<file path="config.mk">
export PLATFORM = sky130hd
export DESIGN_NAME = qsort_unloader
export DESIGN_NICKNAME = d
export VERILOG_FILES = /design/src/rtl/qsort_pkg.sv /design/src/rtl/qsort_unloader_buf.sv /design/src/rtl/qsort_unloader.sv
export SDC_FILE = /design/constraint.sdc
export NUM_CORES = 1
export LEC_CHECK = 0
export ABC_AREA = 1
export BUFFER_PORTS_ARGS = -buffer_cell sky130_fd_sc_hd__buf_4
export CORE_UTILIZATION = 32
export DETAILED_ROUTE_END_ITERATION = 7
export PLACE_DENSITY = 0.58
export SLEW_MARGIN = 10
export SYNTH_ARGS = -nofsm -noshare
export SYNTH_HDL_FRONTEND = slang
export SYNTH_SLANG_ARGS = --single-unit
export TNS_END_PERCENT = 30
</file>
<file path="constraint.sdc">
create_clock -name clk -period 4.4 [get_ports clk]
set_input_delay 0.44 -clock clk [delete_from_list [all_inputs] [get_ports clk]]
set_output_delay 0.44 -clock clk [all_outputs]
set_load 0.05 [all_outputs]
</file>
<file path="src/rtl/qsort_pkg.sv">
// rtl/qsort_pkg.sv - shared quicksort types and sizing constants
// State encoding is common to the unloader and the sorter controller.
package qsort_pkg;

  typedef enum logic [1:0] {
    IDLE  = 2'd0,
    REQ   = 2'd1,
    CAPT  = 2'd2,
    DRAIN = 2'd3
  } qsort_state_e;

  localparam int DEF_N = 8;
  localparam int DEF_W = 32;

  // Counters must hold the value N itself, not just N-1.
  function automatic int cnt_width(input int n);
    return $clog2(n + 1);
  endfunction

  localparam int CNT_W = cnt_width(DEF_N);

endpackage

</file>
<file path="src/rtl/qsort_unloader_buf.sv">
// rtl/qsort_unloader_buf.sv - N x W capture buffer, one write port, one read port
// Contents are don't-care after reset, so the array carries no reset.
module qsort_unloader_buf
  import qsort_pkg::*;
#(
  parameter int N  = DEF_N,
  parameter int W  = DEF_W,
  parameter int AW = $clog2(N)
) (
  input  logic          clk,
  input  logic          we,
  input  logic [AW-1:0] waddr,
  input  logic [W-1:0]  wdata,
  input  logic [AW-1:0] raddr,
  output logic [W-1:0]  rdata
);

  logic [W-1:0] mem [N];

  always_ff @(posedge clk) begin
    if (we) mem[waddr] <= wdata;
  end

  assign rdata = mem[raddr];

endmodule

</file>
<file path="src/rtl/qsort_unloader.sv">
// rtl/qsort_unloader.sv - reads sorted words out of the sorter, checks order, streams them out
// Strobe, delayed capture and order check live here; storage is in qsort_unloader_buf.
module qsort_unloader
  import qsort_pkg::*;
#(
  parameter int N      = DEF_N,
  parameter int W      = DEF_W,
  parameter int RD_LAT = 1
) (
  input  logic         clk,
  input  logic         rst_n,
  input  logic         qcomp_i,
  output logic         write_o,
  input  logic [W-1:0] xout_i,
  output logic         m_valid_o,
  input  logic         m_ready_i,
  output logic [W-1:0] m_data_o,
  output logic         m_last_o,
  output logic         busy_o,
  output logic         done_o,
  output logic         order_err_o,
  output logic         overrun_o
);

  localparam int CW = cnt_width(N);
  localparam int AW = $clog2(N);

  qsort_state_e state, state_nxt;

  logic          qcomp_q, rise_q;
  logic [CW-1:0] wr_cnt, cap_cnt;
  logic [AW-1:0] rd_idx;
  logic [W-1:0]  prev, rdata;
  logic          cap_en, start, wr_last, last_cap, rd_last, hs;

  assign start    = (state == IDLE) && rise_q;
  assign wr_last  = (wr_cnt == CW'(N - 1));
  assign last_cap = cap_en && (cap_cnt == CW'(N - 1));
  assign rd_last  = (rd_idx == AW'(N - 1));
  assign hs       = m_valid_o && m_ready_i;

  // The strobe delayed by the sorter's read latency marks valid words on xout_i.
  generate
    if (RD_LAT == 0) begin : g_no_dly
      assign cap_en = write_o;
    end else begin : g_dly
      logic [RD_LAT-1:0] dly;
      always_ff @(posedge clk or negedge rst_n) begin
        if (!rst_n) dly <= '0;
        else        dly <= (dly << 1) | RD_LAT'(write_o);
      end
      assign cap_en = dly[RD_LAT-1];
    end
  endgenerate

  always_ff @(posedge clk or negedge rst_n) begin
    if (!rst_n) state <= IDLE;
    else        state <= state_nxt;
  end

  always_comb begin
    state_nxt = state;
    write_o   = 1'b0;
    m_valid_o = 1'b0;
    m_last_o  = 1'b0;
    m_data_o  = '0;
    busy_o    = (state != IDLE);
    case (state)
      IDLE:  if (rise_q) state_nxt = REQ;
      REQ: begin
        write_o = 1'b1;
        // With zero latency the last word lands as the strobe ends; skip CAPT.
        if (wr_last) state_nxt = last_cap ? DRAIN : CAPT;
      end
      CAPT:  if (last_cap) state_nxt = DRAIN;
      DRAIN: begin
        m_valid_o = 1'b1;
        m_data_o  = rdata;
        m_last_o  = rd_last;
        if (m_ready_i && rd_last) state_nxt = IDLE;
      end
      default: state_nxt = IDLE;
    endcase
  end

  always_ff @(posedge clk or negedge rst_n) begin
    if (!rst_n) begin
      qcomp_q     <= 1'b0;
      rise_q      <= 1'b0;
      wr_cnt      <= '0;
      cap_cnt     <= '0;
      rd_idx      <= '0;
      prev        <= '0;
      done_o      <= 1'b0;
      order_err_o <= 1'b0;
      overrun_o   <= 1'b0;
    end else begin
      qcomp_q <= qcomp_i;
      rise_q  <= qcomp_i & ~qcomp_q;
      done_o  <= hs && rd_last;
      if (rise_q && state != IDLE) overrun_o <= 1'b1;
      if (start) begin
        wr_cnt      <= '0;
        cap_cnt     <= '0;
        rd_idx      <= '0;
        order_err_o <= 1'b0;
      end else begin
        if (write_o) wr_cnt <= wr_cnt + 1'b1;
        if (cap_en) begin
          cap_cnt <= cap_cnt + 1'b1;
          prev    <= xout_i;
          if (cap_cnt != '0 && xout_i < prev) order_err_o <= 1'b1;
        end
        if (hs) rd_idx <= rd_last ? '0 : rd_idx + 1'b1;
      end
    end
  end

  qsort_unloader_buf #(
    .N  (N),
    .W  (W),
    .AW (AW)
  ) u_buf (
    .clk   (clk),
    .we    (cap_en),
    .waddr (cap_cnt[AW-1:0]),
    .wdata (xout_i),
    .raddr (rd_idx),
    .rdata (rdata)
  );

endmodule

</file>
==> metrics.md, run 1 <==
| Metric | Value |
|---|---|
| Status | `complete, but fails checks` |
| Failing checks | `negative hold slack` |
| Worst-margin pin slew | `1.02 ns` |
| Initial core utilization | `32.7%` |
| Crit path DAT | `3.24 ns` |
| Number of top-level pins | `75` |
| Mapped Avg Cell Area | `11.9 sq um` |
| Post-CTS setup buffer count | `0` |
| Vias in the first global route | `7,841` |
| Final setup fails | `0` |
| Antenna Nets Post-Route | `0` |
| Worst hold path type | `in2async` |
| Pint | `6.31 mW` |
| Row count | `72` |
| CP startpoint kind | `register` |
| Worst Path Class, Setup | `reg2out` |
| First-pass GRT wire length | `46,000 um` |
| Sw Pwr | `3.88 mW` |
| H-tree levels | `2` |
| TritonCTS Buffers | `34` |
| Post_cts resized | `0` |
| Synthesized area | `12,800 sq um` |
| Tot GR Track Use | `14.7%` |
| RSZ-0062 raised after global routing | `false` |
| Root Driver | `clkbuf_16` |
| Fin. Hold Viols | `10` |
| Final instance area | `15,000 sq um` |
| Die Width | `202 um` |
| Area after DPL | `13,900 sq um` |
| Period utilisation layout | `83.7%` |
| Total gr overflow | `0` |
| Detailed-route via count | `8,199` |
| Sequential power share | `36.5%` |
| Distinct cells, synth | `27` |
| Worst Path Max Fanout | `54` |
| FMAX | `272 MHz` |
| Syn_nets | `1,146` |
| Router iterations before antenna repair | `5` |
| Largest net degree at the start of global routing | `94` |
| Mapped Cells | `1,069` |
| Flops & latches, synth | `307` |
| DP HPWL | `17,000 um` |
| Clock Power Share | `26.9%` |
| CP required | `3.96 ns` |
| Max-slew violations | `0` |
| Gate power share | `36.6%` |
| Core outline area | `39,000 sq um` |
| Die H | `202 um` |
| Clock sink count | `307` |
| CTS tree | `yes` |
| Area Overhead vs Synth | `17.6%` |
| Placer Congestion | `0.725` |
| Slew headroom | `31.7%` |
| Hold slack final | `-0.0254 ns` |
| Seq/Total Area, Yosys | `70.2%` |
| DRC Markers | `0` |
| Clock insertion delay at the later pin of the skew report | `0.50 ns` |
| Number of max-cap violations | `0` |
| Power density cells | `679 nW/um^2` |
| Vias per inst | `4.87` |
| Setup crit end kind | `output port` |
| Initial antenna violation count | `0` |
| Worst Skew | `0.0145 ns` |
| Starting DRT DRC Count | `664` |
| Die Area | `40,700 sq um` |
| Number of I/O port buffers | `74` |
| VDD IR max | `0.000297 V` |
| YS warnings | `0` |
| NumNets Final | `1,215` |
| Antenna Cells | `0` |
| Clock transition at path regs | `0.06 ns` |
| Routed length per instance | `17.7 um` |
| Layout cell share with drive strength beyond 1 | `13.7%` |
| Minimum clock period | `3.68 ns` |
| Setup_tns | `0 ns` |
| Max clock buf depth | `3` |
| Leakage | `5.42 nW` |
| Switching Share | `38.1%` |
| # hold bufs at CTS | `0` |
| Routed WL | `29,800 um` |
[routing by layer]
| metal | share of wire, % | routed length [um] | up-vias | global-route usage [%] |
|---|---|---|---|---|
| li1 | - | - | 3962 | - |
| met2 | 47 | 13900 | 190 | 23.9 |
| met1 | 46 | 13800 | 4013 | 20.3 |
| met4 | 1.6 | 487 | 0 | 3.79 |
| met3 | 5.1 | 1510 | 34 | 2.58 |
| met5 | 0 | 0 | - | 0 |
[path summary, 6_finish.rpt]
path / from / end / cells after the start / slack, ns
setup / recovery: rd_idx[0]$_DFFE_PN0P_ / m_data_o[0] / 7 / 0.72
hold / removal: rst_n / overrun_o$_DFFE_PN0P_ / 1 / -0.03
setup reg to reg: rd_idx[0]$_DFFE_PN0P_ / state[0]$_DFFE_PN0P_ / 8 / 1.59
hold reg to reg: qcomp_q$_DFF_PN0_ / rise_q$_DFF_PN0_ / 1 / 0.40
max in group asynchronous: rst_n / rd_idx[0]$_DFFE_PN0P_ / 1 / 3.82
min in group clk: qcomp_i / qcomp_q$_DFF_PN0_ / 1 / 0.06
[power groups by stage]
stage,combinational [mW],clock (mW),sequential [mW]
6_report,3.73,2.74,3.72
3_5_place_dp,3.77,0,3.77
5_1_grt,4.16,2.92,3.75
2_1_floorplan,2.71,0,3.71
4_1_cts,3.79,2.80,3.72
3_3_place_gp,3.72,0,3.77
[state kept, by name (all words and copies together) (netlist names)]
signal,flops
cap_cnt,4
cap_en,1
done_o,1
order_err_o,1
overrun_o,1
prev,32
qcomp_q,1
rd_idx,3
rise_q,1
state,2
u_buf.mem,256
wr_cnt,4
[synth_stat cells]
master,count,share of area [%]
buf_2,23,0.90
o2111ai_1,1,0.069
dfrtp_1,51,10
inv_2,3,0.088
ha_1,41,4.0
a21o_1,1,0.059
edfxtp_1,256,60
a211oi_1,5,0.29
o31ai_1,1,0.059
nor2_2,2,0.098
nand2_1,77,2.3
nand2_2,1,0.049
nand4_1,1,0.049
nand3_1,3,0.12
a22oi_1,1,0.059
o21ai_0,137,5.4
buf_6,4,0.35
inv_1,53,1.6
clkbuf_1,21,0.62
buf_1,4,0.12
a21oi_1,24,0.94
buf_4,7,0.41
o21ai_1,61,2.4
a31oi_1,33,1.6
nor3_1,5,0.20
nor2_1,220,6.5
o22ai_1,33,1.6
[cell usage in the layout (no fill, tap or decap), drive strengths merged]
cell      count
edfxtp      256
nor2        222
o21ai       198
buf          92
nand2        78
inv          55
dfrtp        51
clkbuf       51
ha           41
o22ai        33
a31oi        33
a21oi        24
clkinv       11
a211oi        5
nor3          5
nand3         3
a22oi         1
o31ai         1
nand4         1
o2111ai       1
a21o          1
clkinvlp      1
[critical path: stages (launching register included)]
cell and delay (ns):
dfrtp_4 0.70, clkinv_2 0.77, buf_12 0.45, o21ai_0 0.16
o22ai_1 0.08, o21ai_0 0.19, a31oi_1 0.10, buf_4 0.27
[cell families after synthesis]
| kind of cell | share of synthesized area [%] |
|---|---|
| adder cells (fa/ha/maj) | 4.02 |
| buffers and inverters | 4.05 |
| AO/OA/AOI/OAI | 12.5 |
| AND/OR/NAND/NOR | 9.24 |
| flip-flops | 70.2 |
[layout make-up]
| cell class | instances | area [sq um] |
|---|---|---|
| Clock buffer | 51 | 1050 |
| Clock inverter | 11 | 53.8 |
| Fill cell | 3707 | 24000 |
| Inverter | 56 | 211 |
| Multi-Input combinational cell | 647 | 3350 |
| Sequential cell | 307 | 8970 |
| Tap cell | 518 | 648 |
| Timing Repair Buffer | 92 | 728 |
[per-stage QoR]
step                utilization, %  std cells  setup WS (ns)  total power, mW
finish                        38.5       1682          0.719             10.2
global route                  38.5       1682          0.431             10.8
CTS                           38.5       1682          0.679             10.3
detailed placement            35.7       1620           1.19             7.54
global placement              35.7       1620           1.20             7.48
floorplan                        -       1069           1.79             6.42
Power figures use the tool's default switching activity.
==> run 2: changes to the inputs <==
PLACE_DENSITY = 0.6   (was 0.58)
clock period = 3.27 ns   (was 4.4 ns; I/O delays follow)
==> metrics.md, run 2 (synthesized netlist as in run 1, its figures left out) <==
| Metric | Value |
|---|---|
| Initial antenna violation count | `0` |
| Critical R2R Launch | `rd_idx[0]$_DFFE_PN0P_` |
| Leakage | `5.44 nW` |
| Antenna Cells | `0` |
| Setup_tns | `0 ns` |
| Hold slack final | `0.0612 ns` |
| Switching Share | `38.4%` |
| Worst hold path type | `in2reg` |
| Clock Power Share | `26.7%` |
| Slowest CP cell | `dfrtp_4` |
| Sw Pwr | `5.24 mW` |
| RSZ-0062 raised after global routing | `false` |
| Max-slew violations | `0` |
| Critical path endpoint | `m_data_o[22]` |
| Post_cts resized | `0` |
| Max stage delay on crit path | `0.61 ns` |
| Die Width | `202 um` |
| Die Area | `40,700 sq um` |
| Die H | `202 um` |
| Max reg flops | `256` |
| Layout cell share with drive strength beyond 1 | `13.8%` |
| Fin. Hold Viols | `0` |
| Largest registers | `u_buf.mem (256), prev (32)` |
| Root Driver | `clkbuf_16` |
| Power density cells | `909 nW/um^2` |
| Initial core utilization | `32.7%` |
| CP required | `2.94 ns` |
| Worst-margin pin slew | `0.729 ns` |
| Routed WL | `29,000 um` |
| Number of I/O port buffers | `74` |
| Max clock buf depth | `3` |
| Setup crit end kind | `output port` |
| CP startpoint kind | `register` |
| Commonest non-fill, non-tap cell in the layout | `edfxtp_1` |
| Worst Skew | `0.0132 ns` |
| Worst Path Class, Setup | `reg2out` |
| Router iterations before antenna repair | `5` |
| Sequential power share | `36.4%` |
| Period utilisation layout | `92.5%` |
| Status | `finished clean` |
| Detailed-route via count | `8,139` |
| Vias in the first global route | `8,196` |
| CTS tree | `yes` |
| Worst Path Max Fanout | `26` |
| FMAX | `331 MHz` |
| DP HPWL | `17,000 um` |
| VDD IR max | `0.000365 V` |
| Placer Congestion | `0.723` |
| HP Start | `xout_i[0]` |
| Vias per inst | `4.82` |
| Gate power share | `36.9%` |
| Worst R2R End | `state[0]$_DFFE_PN0P_` |
| Total power | `13.7 mW` |
| Routed length per instance | `17.2 um` |
| Pint | `8.43 mW` |
| Antenna Nets Post-Route | `0` |
| Slew headroom | `51.4%` |
| Crit path DAT | `2.70 ns` |
| Number of max-cap violations | `0` |
| Core outline area | `39,000 sq um` |
| Clock sink count | `307` |
| Tot GR Track Use | `14.4%` |
| Clock transition at path regs | `0.06 ns` |
| Row count | `72` |
| Area Overhead vs Synth | `17.8%` |
| NumNets Final | `1,221` |
| Minimum clock period | `3.02 ns` |
| Critical path's most frequent cell | `buf_4` |
| Total gr overflow | `0` |
| H-tree levels | `2` |
| Number of top-level pins | `75` |
| Reg with most FFs | `u_buf.mem` |
| First-pass GRT wire length | `45,600 um` |
| Worst r2r path cells | `8` |
| TritonCTS Buffers | `34` |
| Largest net degree at the start of global routing | `83` |
| Final setup fails | `0` |
| Starting DRT DRC Count | `530` |
| Crit. Startpoint | `rd_idx[0]$_DFFE_PN0P_` |
| Commonest cells after routing, fill and taps aside | `256 x edfxtp_1, 212 x nor2_1, 137 x o21ai_0, 92 x buf_4, 77 x nand2_1` |
| DRC Markers | `0` |
| Clock insertion delay at the later pin of the skew report | `0.52 ns` |
| CP Cell Sequence | `clkinv_2 -> buf_4 -> buf_4 -> o21ai_0 -> o22ai_1 -> o21ai_1 -> a31oi_1 -> buf_4` |
| FF-to-FF setup slack | `1.07 ns` |
[run 2: cell types whose count changed in the layout (fill, tap and decap cells not counted), sizes merged]
| cell | previous run | this run |
|---|---|---|
| buf | 92 | 96 |
| bufinv | 0 | 2 |
| dlygate4sd3 | 0 | 2 |
| inv | 55 | 58 |
| clkinv | 11 | 13 |
| clkinvlp | 1 | 0 |
| clkbuf | 51 | 44 |
[run 2: worst max-delay path, delay by kind of cell (launching register included)]
family / cells / cell delay [ns]
buf+inv: 4 / 1.01
flops: 1 / 0.61
compound gates: 4 / 0.55
[run 2: area by class of cell]
| class | count | area [sq um] |
|---|---|---|
| tap | 518 | 648 |
| sequential | 307 | 8970 |
| clock inverter | 17 | 150 |
| inverter | 56 | 211 |
| clock buffer | 44 | 918 |
| fill | 3689 | 24000 |
| timing repair buffer | 98 | 791 |
| multi-input combinational | 647 | 3350 |
[run 2: how the worst min path moves through the flow]
stage,endpoint,slack (ns),depth (start not counted)
4_1_cts,u_buf.mem[5][6]$_DFFE_PP_,0.04,1
3_3_place_gp,rise_q$_DFF_PN0_,0.39,1
6_report,u_buf.mem[6][0]$_DFFE_PP_,0.06,1
2_1_floorplan,cap_cnt[0]$_DFFE_PN0P_,0.03,0
3_5_place_dp,rise_q$_DFF_PN0_,0.40,1
5_1_grt,u_buf.mem[5][6]$_DFFE_PP_,0.04,1
[run 2: power by group through the flow]
stage	Clock (mW)	Combinational (mW)	Sequential, mW
3_5_place_dp	0	5.08	5.06
5_1_grt	3.90	5.62	5.03
4_1_cts	3.75	5.11	4.98
6_report	3.66	5.04	4.98
3_3_place_gp	0	5.00	5.04
2_1_floorplan	0	3.64	5.00
[run 2: stage by stage]
stage	cells	utilization, %	worst slack (ns)	cell area, sq um
final	1687	38.6	0.246	15000
after global routing	1687	38.6	0.0590	15000
after CTS	1687	38.6	0.177	15000
after detailed placement	1624	35.8	0.745	13900
after global placement	1624	35.8	0.714	13900
after floorplan	1069	-	0.773	12800
[run 2: timing repair]
action	in CTS	in global routing
hold endpoints to repair	52	0
buffers inserted	0	0
hold buffers	2	0
[run 2: layer usage]
layer | GRT usage (%) | share of wire (%) | wire, um | vias to the layer above
li1 | - | - | - | 3963
met1 | 19.1 | 47 | 13600 | 3989
met2 | 23.8 | 47 | 13500 | 150
met3 | 3.11 | 4.8 | 1390 | 37
met4 | 3.98 | 1.7 | 495 | 0
met5 | 0 | 0 | 0 | -
